<file path="config.mk">
export PLATFORM = sky130hd
export DESIGN_NAME = pipeline_mul_param_flat
export DESIGN_NICKNAME = d
export VERILOG_FILES = /design/src/rtl/pipeline_mul_param_if.sv /design/src/rtl/pipeline_mul_param.sv /design/src/flat_wrapper.sv
export SDC_FILE = /design/constraint.sdc
export NUM_CORES = 1
export LEC_CHECK = 0
export ABC_CLOCK_PERIOD_IN_PS = 1850
export BUFFER_PORTS_ARGS = -buffer_cell sky130_fd_sc_hd__buf_4
export CORE_UTILIZATION = 58
export CTS_BUF_LIST = sky130_fd_sc_hd__clkbuf_4
export DETAILED_ROUTE_END_ITERATION = 8
export PLACE_DENSITY = 0.76
export SLEW_MARGIN = 15
export SYNTH_ARGS = -nofsm -noshare
export SYNTH_HDL_FRONTEND = slang
export SYNTH_SLANG_ARGS = --single-unit
</file>
<file path="constraint.sdc">
create_clock -name clk -period 1.85 [get_ports clk]
set_input_delay 0.2775 -clock clk [delete_from_list [all_inputs] [get_ports clk]]
set_output_delay 0.2775 -clock clk [all_outputs]
set_load 0.02 [all_outputs]
</file>
<file path="src/rtl/pipeline_mul_param_if.sv">
// Stream bundle for the pipelined multiplier.
// master drives operands and out_ready; slave is the multiplier.
interface pipeline_mul_param_if #(
    parameter int WIDTH = 8
);
    logic               in_valid;
    logic               in_ready;
    logic               in_signed;
    logic [WIDTH-1:0]   mul_a;
    logic [WIDTH-1:0]   mul_b;
    logic               out_valid;
    logic               out_ready;
    logic [2*WIDTH-1:0] mul_out;

    modport master (
        output in_valid, in_signed, mul_a, mul_b, out_ready,
        input  in_ready, out_valid, mul_out
    );

    modport slave (
        input  in_valid, in_signed, mul_a, mul_b, out_ready,
        output in_ready, out_valid, mul_out
    );
endinterface

</file>
<file path="src/rtl/pipeline_mul_param.sv">
// Fully pipelined WIDTH x WIDTH multiplier, signed/unsigned per op.
// Partial products in stage 1, then a registered binary adder tree.
module pipeline_mul_param #(
    parameter int WIDTH = 8
) (
    input  logic                 clk,
    input  logic                 rst,
    pipeline_mul_param_if.slave  bus
);
    localparam int P       = 2 * WIDTH;
    localparam int LEVELS  = $clog2(WIDTH);
    localparam int LATENCY = 1 + LEVELS;

    // Node count of tree level k (level 0 = partial products).
    function automatic int lvl_n(input int k);
        int n;
        n = WIDTH;
        for (int i = 0; i < k; i++) n = (n + 1) / 2;
        return n;
    endfunction

    // First node index of level k in the flat node array.
    function automatic int lvl_off(input int k);
        int o;
        o = 0;
        for (int i = 0; i < k; i++) o += lvl_n(i);
        return o;
    endfunction

    localparam int NODES = lvl_off(LEVELS + 1);

    logic [P-1:0]       node_q [NODES];
    logic [P-1:0]       node_d [NODES];
    logic [LATENCY-1:0] vld_q;
    logic [P-1:0]       a_ext;
    logic               advance;
    logic               accept;

    assign advance       = !vld_q[LATENCY-1] | bus.out_ready;
    assign accept        = bus.in_valid & advance;
    assign bus.in_ready  = advance;
    assign bus.out_valid = vld_q[LATENCY-1];
    assign bus.mul_out   = node_q[NODES-1];

    assign a_ext = {{WIDTH{bus.in_signed & bus.mul_a[WIDTH-1]}}, bus.mul_a};

    // The MSB of b carries weight -2^(W-1) in signed mode, so negate its row.
    for (genvar i = 0; i < WIDTH; i++) begin : g_pp
        logic [P-1:0] sh;
        assign sh = a_ext << i;
        if (i == WIDTH - 1) begin : g_msb
            assign node_d[i] = !bus.mul_b[i] ? '0 :
                               bus.in_signed ? -sh : sh;
        end else begin : g_lo
            assign node_d[i] = bus.mul_b[i] ? sh : '0;
        end
    end

    // Each level sums adjacent pairs; an odd leftover passes through.
    for (genvar k = 1; k <= LEVELS; k++) begin : g_lvl
        for (genvar j = 0; j < lvl_n(k); j++) begin : g_node
            localparam int S = lvl_off(k - 1) + 2 * j;
            localparam int D = lvl_off(k) + j;
            if (2 * j + 1 < lvl_n(k - 1)) begin : g_add
                assign node_d[D] = node_q[S] + node_q[S+1];
            end else begin : g_pass
                assign node_d[D] = node_q[S];
            end
        end
    end

    // Whole pipe shifts together on advance and freezes on backpressure.
    always_ff @(posedge clk) begin
        if (rst) begin
            node_q <= '{default: '0};
            vld_q  <= '0;
        end else if (advance) begin
            node_q <= node_d;
            vld_q  <= {vld_q[LATENCY-2:0], accept};
        end
    end
endmodule
</file>
<file path="src/flat_wrapper.sv">
// flat-port wrapper written by rule: the top's interface ports become plain ports
module pipeline_mul_param_flat 
#(
    parameter int WIDTH = 8
)
  (clk, rst, bus_in_valid, bus_in_signed, bus_mul_a, bus_mul_b, bus_out_ready, bus_in_ready, bus_out_valid, bus_mul_out);
  pipeline_mul_param_if #(.WIDTH(WIDTH)) bus_i ();
  input  logic clk;
  input  logic rst;
  input wire logic [$bits(bus_i.in_valid)-1:0] bus_in_valid;
  input wire logic [$bits(bus_i.in_signed)-1:0] bus_in_signed;
  input wire logic [$bits(bus_i.mul_a)-1:0] bus_mul_a;
  input wire logic [$bits(bus_i.mul_b)-1:0] bus_mul_b;
  input wire logic [$bits(bus_i.out_ready)-1:0] bus_out_ready;
  output wire logic [$bits(bus_i.in_ready)-1:0] bus_in_ready;
  output wire logic [$bits(bus_i.out_valid)-1:0] bus_out_valid;
  output wire logic [$bits(bus_i.mul_out)-1:0] bus_mul_out;
  assign bus_i.in_valid = bus_in_valid;
  assign bus_i.in_signed = bus_in_signed;
  assign bus_i.mul_a = bus_mul_a;
  assign bus_i.mul_b = bus_mul_b;
  assign bus_i.out_ready = bus_out_ready;
  assign bus_in_ready = bus_i.in_ready;
  assign bus_out_valid = bus_i.out_valid;
  assign bus_mul_out = bus_i.mul_out;
  pipeline_mul_param #(.WIDTH(WIDTH)) u_core (.clk(clk), .rst(rst), .bus(bus_i));
endmodule
</file>
==> results by group <==
Yosys
  – Synth top area share: 0.366
  – Largest area contributor in the netlist: dfxtp_1
  – Syn Std Cell Area: 0.00942 mm2
  – Top FF cell, synth: dfxtp_1
  – Compound-Gate Fraction of Synth Area: 0.220
  – Sequential area share after synthesis: 0.366
  – Synth cell count leaders: nand2_1 (173), dfxtp_1 (172), a21oi_1 (146)
  – Most instantiated library cell after synthesis: nand2_1
  – Mux cell area share after synthesis: 0.00425
  – Yosys cell types: 70
  – FFs w/ async S/R, synth: 0
  – #FFs+latches synth: 172
  – Post-Synth Adder-Cell Area: 0.107
  – Synth area leaders: dfxtp_1 (37%), ha_1 (9.2%), a21oi_1 (7.8%)
  – Post-Syn Instances: 1168
  – Synthesis warning total: 0
  – Post-Synth Simple-Gate Area: 0.208
  – Syn_area_per_cell: 8.07 um2
  – Xor and xnor area share after synthesis: 0.0363
  – Largest family of logic cells by synthesized area: compound AO/OA/AOI/OAI gates
  – Synthesized Nets: 1265
  – Post-synth EDFFs: 0

Run status
  – Status: complete, but fails checks
  – Failing checks: setup timing

CTS
  – Longest Clk Path Bufs: 2
  – CTS Buf Count: 17
  – Clk Latency, worst-skew pair: 0.58 ns
  – Root buf cell: clkbuf_4
  – Clock slew seen by the registers of the worst setup and hold paths: 0.14 ns
  – CTS tree: done
  – CTS H-tree depth: 4
  – Clock Sinks: 172

Timing
  – Least-Margin Pin Slew: 0.558 ns
  – Relative slew slack: 0.628
  – Achievable clock frequency: 527 MHz
  – RSZ-0062 raised after global routing: true
  – Setup violators final: 3
  – Final slew viol count: 0
  – Period utilization: 1.03
  – Hold Vio Cnt, Final: 0
  – Clock skew: 0.0157 ns
  – Hold Slack: 0.0301 ns
  – Period minus WS final: 1.90 ns
  – Worst setup margin: -0.0468 ns
  – Setup_tns: -0.102 ns

Critical path
  – Critical Path Fanout Max: 2
  – Kind of critical path: flip-flop to flip-flop
  – Crit path required time: 2.33 ns
  – Startpoint types: flip-flop
  – Worst EP arrival: 2.38 ns
  – CP Capture Type: flip-flop

Worst hold path
  – Worst min path class: input pin to flip-flop

Pwr
  – PD cells: 703 mW/mm2
  – Switching power: 2.26 mW
  – LEAKAGE: 4.60 nW
  – Register share of total power: 0.515
  – Switching share of power: 0.287
  – Comb pwr share: 0.174
  – Max IR drop VDD: 387 uV
  – Internal Pwr Total: 5.62 mW
  – Clock share of power: 0.311

Global route
  – GRT Total Usage: 0.290
  – First-pass GRT wire length: 37.8 mm
  – Initial antenna violation count: 1
  – Vias in the first global route: 7600
  – Largest net degree at the start of global routing: 54
  – Grt total ovfl: 0

Floorplanning
  – Die width: 129 um
  – Die H: 129 um
  – Initial Util: 0.593
  – Std cell rows: 46
  – Core Region: 0.0159 mm2
  – Ports: 39
  – Die area: 0.0168 mm2

Placement
  – GP Congestion: 0.941
  – PortBufs: 38
  – Placed inst area: 0.0101 mm2
  – DP HPWL: 16.4 mm
  – Placed cell count: 1403

Route
  – Via-to-Cell Ratio: 5.89
  – Iter 0 DRT Violations: 643
  – Avg WL per Cell: 16.3 um
  – Via Count: 8638
  – Final wirelength: 24.0 mm
  – # DRC: 0
  – Post-route ant nets: 0
  – DRT Pass-1 Iters: 5

Finish
  – Ratio of cells with drive above 1 in the final layout: 0.218
  – Finished layout cell area: 0.0112 mm2
  – Synth-to-layout area growth: 19.0%
  – Final Net Count: 1333
  – Layout Cells excl Fill: 1466

Job
  – Max_cap viols: 0
registers in the layout, indices dropped and copies added (netlist names):
register and flops:
u_core.bus.mul_out 16, u_core.node_q 152, u_core.vld_q 4
power groups by stage:
stage          registers, mW  logic (mW)  clock network [mW]
6_report                4.06        1.37                2.45
2_1_floorplan           4.08       0.894                   0
3_3_place_gp            4.11        1.21                   0
4_1_cts                 4.06        1.30                2.48
5_1_grt                 4.09        1.50                2.65
3_5_place_dp            4.12        1.23                   0
layer usage:
metal	up-vias	track usage	share of wire	routed length, um
met1	4047	0.398	0.45	10800
met2	281	0.466	0.47	11300
met4	0	0.0937	0.020	473
met3	40	0.0471	0.056	1350
li1	4270	-	-	-
met5	-	0	0	0
worst max-delay path, stage by stage (launching register included):
cell and delay, ns:
dfxtp_2 0.38, ha_4 0.14, inv_2 0.03, fa_2 0.36
nor2b_4 0.13, o2111a_1 0.22, nor3_2 0.05, o2111ai_1 0.15
or3b_1 0.35
path summary, 6_finish.rpt:
path                            depth (start not counted)               from  slack, ns            endpoint
worst min-delay path                                    3       bus_mul_b[1]       0.03  u_core.node_q[210]
worst max-delay path                                    8  u_core.node_q[54]      -0.05   u_core.node_q[30]
worst max register to register                          8  u_core.node_q[54]      -0.05   u_core.node_q[30]
worst min register to register                          2  u_core.node_q[68]       0.46   u_core.node_q[68]
through the flow:
step	power (mW)	setup WS, ns	utilization
after floorplan	4.97	-0.0391	-
after global placement	5.32	-0.0804	0.639
after detailed placement	5.35	-0.146	0.639
after CTS	7.84	-0.0411	0.687
after global routing	8.24	-0.131	0.706
final	7.88	-0.0468	0.706
cell families after synthesis:
logic type / after synthesis
XOR/XNOR: 39
adder cells (fa/ha/maj): 76
multiplexers: 4
AO/OA/AOI/OAI: 331
flip-flops: 172
AND/OR/NAND/NOR: 425
buffers and inverters: 121
layout make-up:
class	count	area (um2)
Antenna cell	1	2.50
Clock inverter	14	194
Fill cell	1304	4680
Clock buffer	18	135
Inverter	31	124
Timing Repair Buffer	139	1120
Multi-Input combinational cell	875	5870
Sequential cell	172	3490
Tap cell	216	270
timing repair:
item / in CTS / in global routing
hold buffers: 11 / 0
cloned: 0 / 0
setup endpoints to repair: 24 / 40
pin swaps: 23 / 38
gates resized for setup: 64 / 57
setup buffers: 6 / 13
endpoints found under the hold margin: 19 / 0
cell usage in the layout (no fill, tap or decap), types with 27 or more instances in the layout:
| cell type | Yosys | routed |
|---|---|---|
| o21ai_0 | 51 | 39 |
| ha_1 | 69 | 50 |
| buf_4 | 17 | 121 |
| a21oi_1 | 146 | 139 |
| nor2_1 | 65 | 62 |
| nand3_1 | 87 | 87 |
| dfxtp_2 | 0 | 27 |
| inv_1 | 30 | 27 |
| nand2_1 | 173 | 173 |
| dfxtp_1 | 172 | 141 |
Note: power is estimated with default switching activity, not from simulation.
